[config.mk]
export PLATFORM = sky130hd
export DESIGN_NAME = midi_msg_ser
export DESIGN_NICKNAME = d
export VERILOG_FILES = /design/src/rtl/midi_msg_ser.sv
export SDC_FILE = /design/constraint.sdc
export NUM_CORES = 1
export LEC_CHECK = 0
export ABC_AREA = 0
export BUFFER_PORTS_ARGS = -buffer_cell sky130_fd_sc_hd__buf_2
export CAP_MARGIN = 30
export CORE_MARGIN = 1.5
export CORE_UTILIZATION = 50
export CTS_BUF_LIST = sky130_fd_sc_hd__clkbuf_4 sky130_fd_sc_hd__clkbuf_8
export DETAILED_ROUTE_END_ITERATION = 10
export PLACE_DENSITY = 0.67
export SETUP_SLACK_MARGIN = 0.4
export SLEW_MARGIN = 20
export SYNTH_ARGS = -nofsm -noshare
export SYNTH_HDL_FRONTEND = slang
export SYNTH_SLANG_ARGS = --single-unit
export TNS_END_PERCENT = 30
[constraint.sdc]
create_clock -name clk_i -period 2.71 [get_ports clk_i]
set_input_delay 0.542 -clock clk_i [delete_from_list [all_inputs] [get_ports clk_i]]
set_output_delay 0.542 -clock clk_i [all_outputs]
set_load 0.005 [all_outputs]
[src/rtl/midi_msg_ser.sv]
// midi_msg_ser: MIDI message serializer feeding the MIDI TX FIFO write port.
// Takes one packed message {status, d1, d2} per handshake. It decodes the
// message length from the status byte and writes the required bytes into the
// FIFO one at a time. Running-status compression drops a repeated channel
// status byte, and a free-running refresh counter forces the status byte to be
// re-sent once it saturates.
//
// Ports:
//   clk_i       clock
//   rst_n_i     asynchronous active-low reset
//   msg_i       packed message {status[23:16], d1[15:8], d2[7:0]}
//   msg_wr_i    message valid, taken when msg_rdy_o=1
//   msg_rdy_o   serializer idle, ready for a message
//   rs_clr_i    one-cycle pulse invalidating running status
//   byte_o      byte to FIFO wr_data (registered)
//   byte_wr_o   FIFO write strobe
//   byte_rdy_i  FIFO wr_rdy
//   busy_o      message in progress (~msg_rdy_o)
module midi_msg_ser #(
  parameter int MIDI_W       = 8,
  parameter int RS_EN        = 1,
  parameter int RS_REFRESH_W = 24
) (
  input  logic                  clk_i,
  input  logic                  rst_n_i,
  input  logic [3*MIDI_W-1:0]   msg_i,
  input  logic                  msg_wr_i,
  output logic                  msg_rdy_o,
  input  logic                  rs_clr_i,
  output logic [MIDI_W-1:0]     byte_o,
  output logic                  byte_wr_o,
  input  logic                  byte_rdy_i,
  output logic                  busy_o
);

  localparam logic [1:0] ST_IDLE = 2'd0;
  localparam logic [1:0] ST_STAT = 2'd1;
  localparam logic [1:0] ST_D1   = 2'd2;
  localparam logic [1:0] ST_D2   = 2'd3;

  localparam logic [RS_REFRESH_W-1:0] CNT_MAX = {RS_REFRESH_W{1'b1}};
  localparam logic [RS_REFRESH_W-1:0] CNT_ONE = {{(RS_REFRESH_W-1){1'b0}}, 1'b1};

  logic [1:0]              state_q, state_d;
  logic [1:0]              last_q, last_d;     // final state of the latched byte plan
  logic [MIDI_W-1:0]       d1_q, d1_d;
  logic [MIDI_W-1:0]       d2_q, d2_d;
  logic [MIDI_W-1:0]       byte_q, byte_d;
  logic                    rs_valid_q, rs_valid_d;
  logic [MIDI_W-1:0]       rs_reg_q, rs_reg_d;
  logic [RS_REFRESH_W-1:0] cnt_q, cnt_d;

  logic [MIDI_W-1:0] stat_s;
  logic              accept_s;
  logic              is_chan_s;
  logic              is_sys_s;
  logic              skip_s;
  logic [1:0]        last_s;

  assign stat_s    = msg_i[3*MIDI_W-1 -: MIDI_W];
  assign accept_s  = (state_q == ST_IDLE) && msg_wr_i;
  assign msg_rdy_o = (state_q == ST_IDLE);
  assign busy_o    = (state_q != ST_IDLE);
  assign byte_wr_o = (state_q != ST_IDLE) && byte_rdy_i;
  assign byte_o    = byte_q;

  // Decode message class and the last byte state from the status byte.
  always_comb begin
    is_chan_s = stat_s[7] && (stat_s[7:4] != 4'hF);
    is_sys_s  = (stat_s[7:3] == 5'b11110);
    last_s    = ST_STAT;
    case (stat_s[7:4])
      4'h8, 4'h9, 4'hA, 4'hB, 4'hE: last_s = ST_D2;
      4'hC, 4'hD:                   last_s = ST_D1;
      4'hF: begin
        case (stat_s[3:0])
          4'h1, 4'h3: last_s = ST_D1;
          4'h2:       last_s = ST_D2;
          default:    last_s = ST_STAT;   // F0, F4-F7 and realtime
        endcase
      end
      default: last_s = ST_STAT;          // raw data byte (s < 0x80)
    endcase
    // A coincident rs_clr_i counts as already having invalidated running status.
    skip_s = (RS_EN == 1) && is_chan_s && rs_valid_q && !rs_clr_i &&
             (stat_s == rs_reg_q) && (cnt_q != CNT_MAX);
  end

  // Byte-plan sequencing: latch on accept, advance one byte per FIFO write.
  always_comb begin
    state_d = state_q;
    last_d  = last_q;
    d1_d    = d1_q;
    d2_d    = d2_q;
    byte_d  = byte_q;
    if (accept_s) begin
      state_d = skip_s ? ST_D1 : ST_STAT;
      last_d  = last_s;
      d1_d    = msg_i[2*MIDI_W-1 -: MIDI_W];
      d2_d    = msg_i[MIDI_W-1:0];
      byte_d  = skip_s ? msg_i[2*MIDI_W-1 -: MIDI_W] : stat_s;
    end else if ((state_q != ST_IDLE) && byte_rdy_i) begin
      if (state_q == last_q) begin
        state_d = ST_IDLE;
      end else begin
        case (state_q)
          ST_STAT: begin
            state_d = ST_D1;
            byte_d  = d1_q;
          end
          ST_D1: begin
            state_d = ST_D2;
            byte_d  = d2_q;
          end
          default: state_d = ST_IDLE;
        endcase
      end
    end else begin
      state_d = state_q;
    end
  end

  // Running-status tracking and saturating refresh counter.
  always_comb begin
    rs_reg_d = rs_reg_q;
    cnt_d    = (cnt_q == CNT_MAX) ? cnt_q : (cnt_q + CNT_ONE);
    if (rs_clr_i) begin
      rs_valid_d = 1'b0;
    end else begin
      rs_valid_d = rs_valid_q;
    end
    if (accept_s) begin
      if (is_chan_s && !skip_s) begin
        rs_reg_d   = stat_s;
        rs_valid_d = 1'b1;
        cnt_d      = {RS_REFRESH_W{1'b0}};
      end else if (is_sys_s) begin
        rs_valid_d = 1'b0;
      end else begin
        rs_valid_d = rs_valid_d;          // data bytes and realtime leave it alone
      end
    end else begin
      rs_reg_d = rs_reg_q;
    end
  end

  // State and datapath registers.
  always_ff @(posedge clk_i or negedge rst_n_i) begin
    if (!rst_n_i) begin
      state_q    <= ST_IDLE;
      last_q     <= ST_STAT;
      d1_q       <= {MIDI_W{1'b0}};
      d2_q       <= {MIDI_W{1'b0}};
      byte_q     <= {MIDI_W{1'b0}};
      rs_valid_q <= 1'b0;
      rs_reg_q   <= {MIDI_W{1'b0}};
      cnt_q      <= {RS_REFRESH_W{1'b0}};
    end else begin
      state_q    <= state_d;
      last_q     <= last_d;
      d1_q       <= d1_d;
      d2_q       <= d2_d;
      byte_q     <= byte_d;
      rs_valid_q <= rs_valid_d;
      rs_reg_q   <= rs_reg_d;
      cnt_q      <= cnt_d;
    end
  end

endmodule

# == Word-level counts from Yosys, hierarchy flattened ==
# Cells that the tools add are included.
# op_classes
multipliers,0
n_shift,0
n_eq_ne,20
muxes,19
n_lt_le_gt_ge,0
bitwise,0
add_sub_neg,1
n_reduce_logical,19
div,0
# ops
cell,count
two-way mux 24 bit,3
== test 4 bit (second input constant),8
two-way mux 8 bit,4
adder 24 x 1 -> 24 bit (second input constant),1
== test 24 bit (second input constant),1
inequality test 24 bit (second input constant),1
case mux 8 bit (2 select lines),1
== test 4 x 2 -> 1 bit (second input constant),2
== test 8 bit,1
logical AND 1 bit,8
two-way mux 2 bit,4
case mux 2 bit (2 select lines),2
case mux 2 bit (3 select lines),1
== test 5 bit (second input constant),1
OR reduction 5 bit,1
== test 4 x 1 -> 1 bit (second input constant),1
two-way mux 1 bit,4
inequality test 4 bit (second input constant),1
nonzero test 2 bit,2
OR reduction 2 bit,2
AND reduction 3 bit,1
nonzero test 3 bit,1
== test 2 x 1 -> 1 bit (second input constant),1
== test 2 bit,1
5 further kinds,6
# totals
latch_bits,0
ram_bits,0
output_inout_bits,11
input_bits,29
n_memories,0
register_bits,61
rom_bits,0

# == Logic depth before layout (Yosys ltp) ==
# Gate-level depths: netlist (run 1).
# depth
depth_word,10
ltp_mapped,9
depth_no_buf,7

# == Worst setup path before layout (run 1) ==
# No wires, ideal clock.
# synth_path
path_type,register -> register
from,register state_q[0]
to,register rs_reg_q[4]
required_ns,2.585
arrival_ns,1.871
setup_time_ns,0.125
slack_ns,0.713
stages_incl_launch_ff,9
n_path_buf,2
cell_sequence,dfrtp_1 > inv_1 > ha_1 > and2_1 > clkbuf_1 > nand3_1 > nor2_2 > buf_6 > mux2_4
# synth_between
elab_chain_len,3
# synth_rtl
item,line_no,source
"start, declared",44,"logic [1:0] state_q, state_d;"
"start signal, assigned",159,state_q <= state_d;
logical NOT 2 bit,-,
net msg_rdy_o,28,"output logic msg_rdy_o,"
logical AND 1 bit,61,assign accept_s = (state_q == ST_IDLE) && msg_wr_i;
AND reduction 2 bit (no source line),-,
"end signal, assigned",156,rs_reg_q <= {MIDI_W{1'b0}};
"end signal, assigned",165,rs_reg_q <= rs_reg_d;
"end, declared",50,"logic [MIDI_W-1:0] rs_reg_q, rs_reg_d;"
# The timed path passes the listed nets, and every way through them passes these cells.
# A chain may end at the register's enable or synchronous reset.

# == Worst setup path in the final report (run 1) ==
# layout_path
from,register state_q[0]
to,register rs_reg_q[1]
# layout_between
elab_chain_len,3
# layout_rtl
item,line_no
logical NOT 2 bit,61
logical AND 1 bit,61
AND reduction 2 bit (no source line),-
# No other way between the ends.

==> results of run 1 <==
[state kept, by name (all words and copies together), names as in the netlist]
register,count
cnt_q,24
byte_o,8
d1_q,8
d2_q,8
rs_reg_q,8
last_q,2
state_q,2
rs_valid_q,1
[layer usage]
metal	global-route usage	up-vias	wire (um)
met5	0	-	0
met4	0.0985	0	128
li1	-	1243	-
met1	0.286	1231	3190
met3	0.0457	11	300
met2	0.375	59	3490
[how the worst max path moves through the flow]
stage,endpoint,slack [ps],cells past startpoint
detailed placement,cnt_q[2],310,7
CTS,rs_reg_q[1],600,6
global route,cnt_q[6],430,7
floorplan,rs_reg_q[4],710,8
finish,rs_reg_q[1],600,6
global placement,rs_reg_q[1],390,6
[cells in the mapped netlist (2+ instances only)]
cell type / instances
sky130_fd_sc_hd__and3_1: 5
sky130_fd_sc_hd__buf_4: 2
sky130_fd_sc_hd__nand2b_1: 2
sky130_fd_sc_hd__and2_1: 3
sky130_fd_sc_hd__ha_1: 4
sky130_fd_sc_hd__a31oi_1: 2
sky130_fd_sc_hd__nand3_1: 16
sky130_fd_sc_hd__xor2_1: 9
sky130_fd_sc_hd__a211oi_1: 3
sky130_fd_sc_hd__mux2_2: 5
sky130_fd_sc_hd__nand2_1: 57
sky130_fd_sc_hd__dfrtp_1: 60
sky130_fd_sc_hd__xnor2_1: 19
sky130_fd_sc_hd__nor3_1: 11
sky130_fd_sc_hd__buf_2: 4
sky130_fd_sc_hd__clkbuf_1: 6
sky130_fd_sc_hd__a21oi_1: 18
sky130_fd_sc_hd__nor2_1: 28
sky130_fd_sc_hd__o221a_2: 7
sky130_fd_sc_hd__o2111ai_1: 4
sky130_fd_sc_hd__o21ai_0: 4
sky130_fd_sc_hd__inv_1: 7
sky130_fd_sc_hd__mux2_4: 3
sky130_fd_sc_hd__nand4_1: 8
sky130_fd_sc_hd__mux2i_1: 9
[cells by family (layout without fill, tap and decap cells)]
group           after synthesis  in the layout  share of synthesized area
simple gates                144            144                      0.219
xor+xnor                     28             28                     0.0763
compound gates               50             50                      0.124
fa+ha+maj                     4              4                     0.0156
flops                        61             61                      0.475
buf+inv                      21             71                     0.0307
mux                          17             17                     0.0596
[layout make-up]
type | instances | area [sq um] | share of cell area
flip-flops and latches | 61 | 1530 | 0.413
well taps | 77 | 96.3 | 0.0260
clock buffers | 12 | 159 | 0.0429
repair buffers | 48 | 275 | 0.0744
multi-input cells | 243 | 1590 | 0.431
inverters | 7 | 26.3 | 0.00710
clock inverters | 4 | 22.5 | 0.00609
[stage by stage]
stage,util,instances,total power [mW],hold WS (ps),setup WS (ps)
5_1_grt,0.589,452,3.65,311,430
6_report,0.589,452,3.40,248,601
3_3_place_gp,0.560,436,2.63,447,390
3_5_place_dp,0.560,436,2.67,457,310
2_1_floorplan,-,325,2.32,246,713
4_1_cts,0.589,452,3.42,260,596
[power breakdown]
group / internal (mW) / leakage, nW / switching (mW) / total (mW)
logic: 0.572 / 0.807 / 0.620 / 1.19
clock network: 0.387 / 0.0956 / 0.352 / 0.739
registers: 1.24 / 0.767 / 0.227 / 1.47
==> reports/metrics.sh, run 1 <==
GRT_SETUP_UNREPAIRED='false'
RR_STARTPOINT='state_q[0]'
FIRST_GLOBAL_VIAS=2606
SETUP_TNS_PS=0
FMAXACHIEVABLE_MHz=474
MIN_PATH_TYPE='in2async'
WORST_SLEW_PIN_SLEW_PS=717
ROUTE.FINAL.WIRE_LENGTH_UM=7110
INITIAL_UTIL=0.512
ROUTE.ANTENNA.REMAINING_NETS=0
RR_WORST_DEPTH=6
NUM-NETS-FINAL=403
POWER_PER_CELL_AREA_nW_PER_UM2=919
OUTCOME='complete, no violations'
CRITICAL-PATH-TOP-DELAY-FAMILY='simple AND/OR/NAND/NOR gates'
GRT_REMAINING_OVERFLOW=0
WORST_SKEW_LATE_LATENCY_PS=340
CRIT-REG2REG-CAPTURE='rs_reg_q[1]'
CRIT_CHAIN='inv_1 > ha_1 > and2_1 > nand3_1 > nor2_4 > mux2_2'
POST-ROUTE-DRC-COUNT=0
ROUTE.DETAILED.VIAS_PER_INST=5.63
REG2REG_SLACK_PS=600
GRT_FIRST_PASS_WIRELENGTH_UM=12300
YOSYS_WARNINGS=0
SYNTH_TOP_CELLS_BY_AREA='sky130_fd_sc_hd__dfrtp_1 47%, sky130_fd_sc_hd__nand2_1 6.7%, sky130_fd_sc_hd__xnor2_1 5.2%'
SYNTH_TOP_FLOP_CELL='sky130_fd_sc_hd__dfrtp_1'
PERIOD_NEEDED_PS=2110
ANTENNA_CELLS_INSERTED=0
CLOCK_ROOT_BUFFER='sky130_fd_sc_hd__clkbuf_8'
CLOCK-SINKS=61
FLOORPLAN.IO_PINS=40
DIE_WIDTH_UM=83.2
WORST-PATH-MAX-FANOUT=18
TRITONCTS.NUM_BUFFERS=9
DIE_AREA_SQ_UM=6920
POST_SYNTH.CELL_AREA_AVG_SQ_UM=9.89
ANTENNA_FOUND_INITIAL=0
POST-ROUTE-PERIOD-UTIL=0.778
POWER_LEAKAGE_nW=1.67
TRACK_USAGE=0.226
POST_DRT_WL_PER_CELL_UM=15.7
CTS_RESIZED=1
YS_FF_LATCH=61
SYNTH-EDFF-COUNT=0
FINAL_LAYOUT_SIZE_SUFFIX_GT1_FRAC=0.237
CRIT_PATH_MAX_CELL_DELAY_PS=470
PIN_COUNT_OF_THE_BIGGEST_NET_ENTERING_GLOBAL_ROUTING=33
FINALHOLDVIOLCOUNT=0
CTS.CLK_SLEW.WORST_PATHS_PS=70
TIMING_WORST_SETUP_PATH_TYPE='reg2reg'
VIAS=2544
MOSTFREQUENTLAYOUTCELL='sky130_fd_sc_hd__dfrtp_1'
CORE_REGION_AREA_SQ_UM=6280
DPL-INSTANCE-AREA_SQ_UM=3510
WORST_EP_REQUIRED_TIME_PS=2940
ROWS=29
FIN_AREA_SQ_UM=3700
DR.FIRST_ITER.DRC_COUNT=106
FIN_WORST_SKEW_PS=11.2
POST-SYNTH-TOP-AREA-CELL='sky130_fd_sc_hd__dfrtp_1'
ENDPOINT_KIND='register'
FIRSTDRTPASSITERS=4
CRITPATHSLOWESTCELL='sky130_fd_sc_hd__nor2_4'
CLOCK_TREE.BUFFER_DEPTH=2
H_TREE_DEPTH=3
ASYNC_RESET_FF_FRAC=1.00
HOLDBUFCOUNTCTS=0
SYNTH_NETS=358
CRIT_PATH_START='state_q[0]'
START_KIND='register'
DETAILEDPLACEMENTHPWL_UM=4960
N_FILL_CELL=567
VDD_IR_DROP_MAX_mV=0.786
PORT_BUFFERS=39
POST-CTS-SETUP-BUFFERS=0
AREA_GROWTH_SYN_TO_LAYOUT_PCT=15.1
FINALWEIGHTEDCONGESTION=0.781
TIMING_MAX_TRANSITION_VIOLATIONS_FINAL=0
DIE_H_UM=83.2
SEQ_AREA_FRAC_SYNTH=0.475
SYNTH_TOP_AREA_SHARE=0.467
NETLIST_AREA_PRE_PLACE_SQ_UM=3210
SETUP-VIOLATIONS-FINAL=0
TIMING.SLEW.HEADROOM=0.521
CRITICAL_PATH.N_BUFFERS_INVERTERS=1
TRITONCTS='done'
MAX-CAP-VIOLATIONS=0
SYN-INSTANCE-COUNT=325
YS_TYPES=54
FINAL_CELL_MIX='60 x sky130_fd_sc_hd__dfrtp_1, 57 x sky130_fd_sc_hd__nand2_1, 39 x sky130_fd_sc_hd__buf_2'
WORST-ENDPOINT-ARRIVAL_PS=2340
No activity file was read; power rests on OpenSTA's default activity.
==> run 2, diff against run 1 <==
--- a/config.mk
+++ b/config.mk
@@ -5,14 +5,14 @@
 export SDC_FILE = /design/constraint.sdc
 export NUM_CORES = 1
 export LEC_CHECK = 0
-export ABC_AREA = 0
+export ABC_AREA = 1
 export BUFFER_PORTS_ARGS = -buffer_cell sky130_fd_sc_hd__buf_2
 export CAP_MARGIN = 30
 export CORE_MARGIN = 1.5
 export CORE_UTILIZATION = 50
 export CTS_BUF_LIST = sky130_fd_sc_hd__clkbuf_4 sky130_fd_sc_hd__clkbuf_8
 export DETAILED_ROUTE_END_ITERATION = 10
-export PLACE_DENSITY = 0.67
+export PLACE_DENSITY = 0.7
 export SETUP_SLACK_MARGIN = 0.4
 export SLEW_MARGIN = 20
 export SYNTH_ARGS = -nofsm -noshare
==> constraint.sdc (replaced) <==
create_clock -name clk_i -period 1.9 [get_ports clk_i]
set_input_delay 0.38 -clock clk_i [delete_from_list [all_inputs] [get_ports clk_i]]
set_output_delay 0.38 -clock clk_i [all_outputs]
set_load 0.005 [all_outputs]
==> reports/metrics.sh, run 2 <==
CRIT_PATH_MAX_CELL_DELAY_PS=390
ENDPOINT_KIND='register'
AREA_GROWTH_SYN_TO_LAYOUT_PCT=27.5
INTERNAL_POWER_mW=3.37
YOSYS_WARNINGS=0
TRITONCTS='done'
CRIT_CHAIN='ha_4 > nand2_4 > nor2_4 > nand2_2 > nor2_4 > o21ai_0 > nor2_1 > xor2_1 > nor2_2'
MIN_PATH_TYPE='in2async'
FIRSTDRTPASSITERS=5
FINAL_LAYOUT_SIZE_SUFFIX_GT1_FRAC=0.290
CTS.CLK_SLEW.WORST_PATHS_PS=70
PROPORTION_OF_POWER_DRAWN_BY_FLIP_FLOPS_AND_LATCHES=0.380
POST-ROUTE-DRC-COUNT=0
POWER_LEAKAGE_nW=2.25
RR_WORST_DEPTH=9
PERIOD_NEEDED_PS=1710
CLOCK_ROOT_BUFFER='sky130_fd_sc_hd__clkbuf_8'
POST-SYNTH-TOP-AREA-CELL='sky130_fd_sc_hd__dfrtp_1'
SYNTH_TOP_CELLS_BY_AREA='sky130_fd_sc_hd__dfrtp_1 42%, sky130_fd_sc_hd__nand2_1 18%, sky130_fd_sc_hd__inv_1 5.7%'
DIE_WIDTH_UM=87.4
YS_TYPES=37
TRITONCTS.NUM_BUFFERS=9
POWER_PER_CELL_AREA_nW_PER_UM2=1200
TIMING.SLEW.HEADROOM=0.708
WORST_EP_REQUIRED_TIME_PS=2150
YS_FF_LATCH=61
FIRST_GLOBAL_VIAS=3248
FINAL_CELL_COUNT_NO_FILL=668
TIMING_MAX_TRANSITION_VIOLATIONS_FINAL=0
SEQ_AREA_FRAC_SYNTH=0.429
PATH_DEPTH=9
CRITICAL_PATH.N_BUFFERS_INVERTERS=0
POST_SYNTH.CELL_AREA_AVG_SQ_UM=7.21
SYNTH_TOP_AREA_SHARE=0.421
ROUTE.FINAL.WIRE_LENGTH_UM=9350
RR_STARTPOINT='cnt_q[0]'
GRT_REMAINING_OVERFLOW=0
ROUTE.ANTENNA.REMAINING_NETS=0
CLOCK_TREE.BUFFER_DEPTH=2
POST_DRT_WL_PER_CELL_UM=14.0
DR.FIRST_ITER.DRC_COUNT=124
SETUP_TNS_PS=0
COUNT_LEADER_SYNTH='sky130_fd_sc_hd__nand2_1'
PIN_COUNT_OF_THE_BIGGEST_NET_ENTERING_GLOBAL_ROUTING=62
SYNTH_TOP_FLOP_CELL='sky130_fd_sc_hd__dfrtp_1'
CRITPATHSLOWESTCELL='sky130_fd_sc_hd__dfrtp_1'
WORST-ENDPOINT-ARRIVAL_PS=1960
VDD_IR_DROP_MAX_mV=0.836
GRT_FIRST_PASS_WIRELENGTH_UM=15000
VIAS=3465
MOSTFREQUENTLAYOUTCELL='sky130_fd_sc_hd__nand2_1'
POST-ROUTE-PERIOD-UTIL=0.899
PLACEDCELLCOUNT=636
FINALWEIGHTEDCONGESTION=0.889
H_TREE_DEPTH=3
FIN_WORST_SKEW_PS=11.5
CLOCK-SINKS=61
WORST_SKEW_LATE_LATENCY_PS=360
SETUP-VIOLATIONS-FINAL=0
WORST_SLEW_PIN_SLEW_PS=433
TIMING_WORST_SETUP_PATH_TYPE='reg2reg'
SYNTH.TOP_CELLS.BY_COUNT='168 x sky130_fd_sc_hd__nand2_1, 60 x sky130_fd_sc_hd__dfrtp_1, 54 x sky130_fd_sc_hd__inv_1'
NETLIST_AREA_PRE_PLACE_SQ_UM=3560
INITIAL_UTIL=0.521
PORT_BUFFERS=39
SYNTH-EDFF-COUNT=0
DETAILEDPLACEMENTHPWL_UM=6450
CP_COMMON_CELL='sky130_fd_sc_hd__nor2_4'
REG2REG_SLACK_PS=190
ROUTE.DETAILED.VIAS_PER_INST=5.19
POWER.CLOCK.FRACTION=0.223
ROWS=30
DIE_AREA_SQ_UM=7640
OUTCOME='complete, no violations'
ANTENNA_CELLS_INSERTED=0
TRACK_USAGE=0.258
NUM-NETS-FINAL=601
POWER.TOTAL_mW=5.43
START_KIND='register'
SWITCH_SHARE=0.379
FINALHOLDVIOLCOUNT=0
CRIT_PATH_START='cnt_q[0]'
CRIT-REG2REG-CAPTURE='cnt_q[20]'
LARGEST_REGISTER_FFS=24
SYNTH_NETS=527
GRT_SETUP_UNREPAIRED='true'
DIE_H_UM=87.4
ASYNC_RESET_FF_FRAC=1.00
SETUP.WORST_PATH.END='cnt_q[20]'
P_SWITCHING_mW=2.06
ANTENNA_FOUND_INITIAL=0
MAX-CAP-VIOLATIONS=0
SYN-INSTANCE-COUNT=494
FINAL_CELL_MIX='154 x sky130_fd_sc_hd__nand2_1, 60 x sky130_fd_sc_hd__dfrtp_1, 50 x sky130_fd_sc_hd__inv_1'
FLOORPLAN.IO_PINS=40
CORE_REGION_AREA_SQ_UM=6830
FMAXACHIEVABLE_MHz=585
CRITICAL-PATH-TOP-DELAY-FAMILY='simple AND/OR/NAND/NOR gates'
PWR-SHARE-COMB=0.397
WORST-PATH-MAX-FANOUT=7
LARGEST_REGISTER='cnt_q'
run 2: cell types whose count changed after synthesis, moves of 9 or more:
cell,before,now
sky130_fd_sc_hd__o21ai_0,4,24
sky130_fd_sc_hd__xnor2_1,19,5
sky130_fd_sc_hd__nand3_1,16,27
sky130_fd_sc_hd__inv_1,7,54
sky130_fd_sc_hd__mux2i_1,9,0
sky130_fd_sc_hd__nor2_1,28,53
sky130_fd_sc_hd__nor2_2,1,13
sky130_fd_sc_hd__nand2_1,57,168
run 2: how the worst min path moves through the flow:
stage / start / slack (ps) / to
floorplan: rst_n_i / 80 / byte_o[0]
global placement: rst_n_i / 420 / cnt_q[17]
detailed placement: rst_n_i / 420 / cnt_q[17]
CTS: rst_n_i / 40 / cnt_q[17]
global route: rst_n_i / 30 / cnt_q[17]
finish: rst_n_i / 20 / cnt_q[15]
run 2: timing repair:
item	4_1_cts	5_1_grt
cloned	0	2
hold buffers	0	0
endpoints found under the setup margin	62	48
resized for setup	20	38
pin swaps	9	7
setup buffers	13	2
run 2: layout make-up:
type	instances	area (sq um)
Multi-Input combinational cell	361	1930
Tap cell	96	120
Inverter	61	233
Clock inverter	4	47.5
Timing Repair Buffer	74	536
Clock buffer	11	151
Fill cell	597	2290
Sequential cell	61	1530
run 2: cells by family after synthesis:
family / after synthesis / share of synthesized area
buffers and inverters: 72 / 0.0853
and+or+nand+nor: 295 / 0.360
DFF: 61 / 0.429
adders and majority gates: 4 / 0.0141
AOI/OAI and AO/OA: 52 / 0.0868
xor gates and xnor gates: 10 / 0.0246
run 2: power groups by stage:
stage	clock, mW	combinational, mW	sequential [mW]
finish	1.21	2.16	2.07
floorplan	0	1.24	2.02
CTS	1.21	1.99	2.05
global route	1.28	2.43	2.12
global placement	0	1.73	2.06
detailed placement	0	1.77	2.08
run 2: metrics by stage:
step                 util  cell area (sq um)  hold slack (ps)  setup slack (ps)
floorplan               -               3600             84.4               313
global placement    0.586               4010              416              92.0
detailed placement  0.586               4010              416              85.1
CTS                 0.639               4370             39.1               276
global route        0.665               4540             32.3               104
finish              0.665               4540             18.2               191
run 2: worst reg2reg max path: cells and delay by family (launching register included):
kind / cells / cell delay [ps]
flops: 1 / 390
xor+xnor: 1 / 190
compound gates: 1 / 190
simple gates: 6 / 690
fa+ha+maj: 1 / 160
run 2: layer usage:
metal / vias up / wire (um) / GRT usage
met5: - / 0 / 0
met2: 95 / 4620 / 0.427
met3: 19 / 456 / 0.0521
met4: 0 / 185 / 0.101
li1: 1702 / - / -
met1: 1649 / 4090 / 0.332
==> run 3, diff against run 2 <==
--- a/config.mk
+++ b/config.mk
@@ -9,10 +9,11 @@
 export BUFFER_PORTS_ARGS = -buffer_cell sky130_fd_sc_hd__buf_2
 export CAP_MARGIN = 30
 export CORE_MARGIN = 1.5
-export CORE_UTILIZATION = 50
+export CORE_UTILIZATION = 55
 export CTS_BUF_LIST = sky130_fd_sc_hd__clkbuf_4 sky130_fd_sc_hd__clkbuf_8
 export DETAILED_ROUTE_END_ITERATION = 10
-export PLACE_DENSITY = 0.7
+export HOLD_SLACK_MARGIN = 0.15
+export PLACE_DENSITY = 0.76
 export SETUP_SLACK_MARGIN = 0.4
 export SLEW_MARGIN = 20
 export SYNTH_ARGS = -nofsm -noshare
==> reports/metrics.sh, run 3 (synthesis results as in run 2) <==
VIAS=3596
WORST_HOLD_ENDPOINT='d2_q[1]'
AREA_GROWTH_SYN_TO_LAYOUT_PCT=34.6
GRT_REMAINING_OVERFLOW=0
PORT_BUFFERS=39
TRITONCTS='done'
CORE_REGION_AREA_SQ_UM=6310
WORST_HOLD_STARTPOINT='msg_i[1]'
WORST_SLEW_PIN_SLEW_PS=480
SETUP_TNS_PS=0
PLACEDCELLCOUNT=616
PERIOD_NEEDED_PS=1690
TIMING_WORST_SETUP_PATH_TYPE='reg2reg'
RR_WORST_DEPTH=11
CLOCK_TREE.BUFFER_DEPTH=2
FLOORPLAN.IO_PINS=40
POST-ROUTE-DRC-COUNT=0
FIN_UTIL=0.759
POWER_PER_CELL_AREA_nW_PER_UM2=1230
GRT_SETUP_UNREPAIRED='true'
POWER.TOTAL_mW=5.88
POWER.CLOCK.FRACTION=0.223
P_SWITCHING_mW=2.28
TIMING_MAX_TRANSITION_VIOLATIONS_FINAL=0
LARGEST_REGISTER='cnt_q'
INITIAL_UTIL=0.564
DIE_H_UM=83.5
MOSTFREQUENTLAYOUTCELL='sky130_fd_sc_hd__nand2_1'
DR.FIRST_ITER.DRC_COUNT=245
ANTENNA_CELLS_INSERTED=0
LARGEST_REGISTER_FFS=24
CLOCK-SINKS=61
GRT_FIRST_PASS_WIRELENGTH_UM=15700
ROWS=29
FIN_AREA_SQ_UM=4790
POST_DRT_WL_PER_CELL_UM=14.7
FIN_WORST_SKEW_PS=7.05
DIE_AREA_SQ_UM=6970
WORST-ENDPOINT-ARRIVAL_PS=1930
DETAILEDPLACEMENTHPWL_UM=6470
PROPORTION_OF_POWER_DRAWN_BY_FLIP_FLOPS_AND_LATCHES=0.362
INTERNAL_POWER_mW=3.60
PWR-SHARE-COMB=0.415
N_FILL_CELL=477
FIRSTDRTPASSITERS=5
H_TREE_DEPTH=3
DPL-INSTANCE-AREA_SQ_UM=3970
ROUTE.ANTENNA.REMAINING_NETS=0
ROUTE.FINAL.WIRE_LENGTH_UM=9730
TIMING.SLEW.HEADROOM=0.680
MIN_PATH_TYPE='in2reg'
PIN_COUNT_OF_THE_BIGGEST_NET_ENTERING_GLOBAL_ROUTING=31
SETUP-VIOLATIONS-FINAL=0
SWITCH_SHARE=0.388
FIRST_GLOBAL_VIAS=3436
CRIT-REG2REG-CAPTURE='byte_o[0]'
ENDPOINT_KIND='register'
CTS.CLK_SLEW.WORST_PATHS_PS=70
POWER_LEAKAGE_nW=2.38
WORST-PATH-MAX-FANOUT=4
START_KIND='register'
RR_STARTPOINT='state_q[0]'
DIE_WIDTH_UM=83.5
FINAL_CELL_MIX='146 x sky130_fd_sc_hd__nand2_1, 59 x sky130_fd_sc_hd__dfrtp_1, 49 x sky130_fd_sc_hd__inv_1'
ANTENNA_FOUND_INITIAL=0
WORST_SKEW_LATE_LATENCY_PS=350
FMAXACHIEVABLE_MHz=592
ROUTE.DETAILED.VIAS_PER_INST=5.43
WORST_EP_REQUIRED_TIME_PS=2140
FINALWEIGHTEDCONGESTION=0.929
TRACK_USAGE=0.284
WORSTHOLDPATHCELLS=3
REG2REG_SLACK_PS=210
TRITONCTS.NUM_BUFFERS=9
FINALHOLDVIOLCOUNT=0
FINAL_CELL_COUNT_NO_FILL=662
VDD_IR_DROP_MAX_mV=1.00
MAX-CAP-VIOLATIONS=0
NUM-NETS-FINAL=613
CLOCK_ROOT_BUFFER='sky130_fd_sc_hd__clkbuf_8'
OUTCOME='complete, no violations'
POST-ROUTE-PERIOD-UTIL=0.888
FINAL_LAYOUT_SIZE_SUFFIX_GT1_FRAC=0.342
run 3: cell types whose count changed in the layout (fill, tap and decap cells not counted), moves of 5 or more:
| cell | previous run | this run |
|---|---|---|
| sky130_fd_sc_hd__nand2_1 | 154 | 146 |
| sky130_fd_sc_hd__nor2_2 | 14 | 21 |
| sky130_fd_sc_hd__nor2_1 | 47 | 34 |
| sky130_fd_sc_hd__nor2_4 | 7 | 13 |
| sky130_fd_sc_hd__buf_4 | 26 | 33 |
| sky130_fd_sc_hd__buf_6 | 4 | 9 |
| sky130_fd_sc_hd__nand2_4 | 4 | 12 |
run 3: power by group through the flow:
stage / combinational, mW / clock, mW / sequential [mW]
floorplan: 1.24 / 0 / 2.02
global placement: 1.70 / 0 / 2.07
detailed placement: 1.75 / 0 / 2.08
CTS: 2.22 / 1.32 / 2.07
global route: 2.71 / 1.39 / 2.17
finish: 2.44 / 1.31 / 2.13
run 3: worst max-delay path by stage:
stage          startpoint           to  slack (ps)
2_1_floorplan    cnt_q[1]  rs_reg_q[4]         310
3_3_place_gp   state_q[0]  rs_reg_q[1]         150
3_5_place_dp   state_q[0]  rs_reg_q[1]         140
4_1_cts        state_q[1]    byte_wr_o         270
5_1_grt        state_q[0]    byte_o[4]         150
6_report       state_q[0]    byte_o[0]         210
run 3: worst max-delay path: stages, from the launching register on:
cell and delay, ps:
sky130_fd_sc_hd__dfrtp_1 400, sky130_fd_sc_hd__inv_2 70, sky130_fd_sc_hd__ha_4 180, sky130_fd_sc_hd__inv_4 70, sky130_fd_sc_hd__nand2_4 60, sky130_fd_sc_hd__inv_4 70
sky130_fd_sc_hd__buf_6 90, sky130_fd_sc_hd__o211ai_1 110, sky130_fd_sc_hd__buf_4 170, sky130_fd_sc_hd__buf_6 120, sky130_fd_sc_hd__o21ai_1 170, sky130_fd_sc_hd__a21oi_2 80
run 3: repair_timing:
action                                  in CTS  in global routing
pin swaps                                   21                 10
setup buffers                               19                  7
resized for setup                           63                 46
cloned                                       3                  0
hold endpoints to repair                    17                  0
endpoints found under the setup margin      55                 51
hold buffers                                 1                  0
run 3: per-layer routing:
layer  part of all wire  GRT usage
met4              0.037      0.142
met5                  0          0
met1               0.41      0.355
met2               0.51      0.468
met3              0.052     0.0603
run 3: cell type report:
class | instances | area, sq um | area share
Clock buffer | 9 | 124 | 0.0258
Clock inverter | 7 | 98.8 | 0.0206
Inverter | 61 | 241 | 0.0504
Multi-Input combinational cell | 361 | 2050 | 0.428
Sequential cell | 61 | 1530 | 0.319
Tap cell | 77 | 96.3 | 0.0201
Timing Repair Buffer | 86 | 652 | 0.136
run 3: stage by stage:
stage	hold slack, ps	setup slack, ps
after floorplan	84.4	313
final	220	212
after global placement	360	153
after CTS	215	273
after global routing	229	146
after detailed placement	366	136
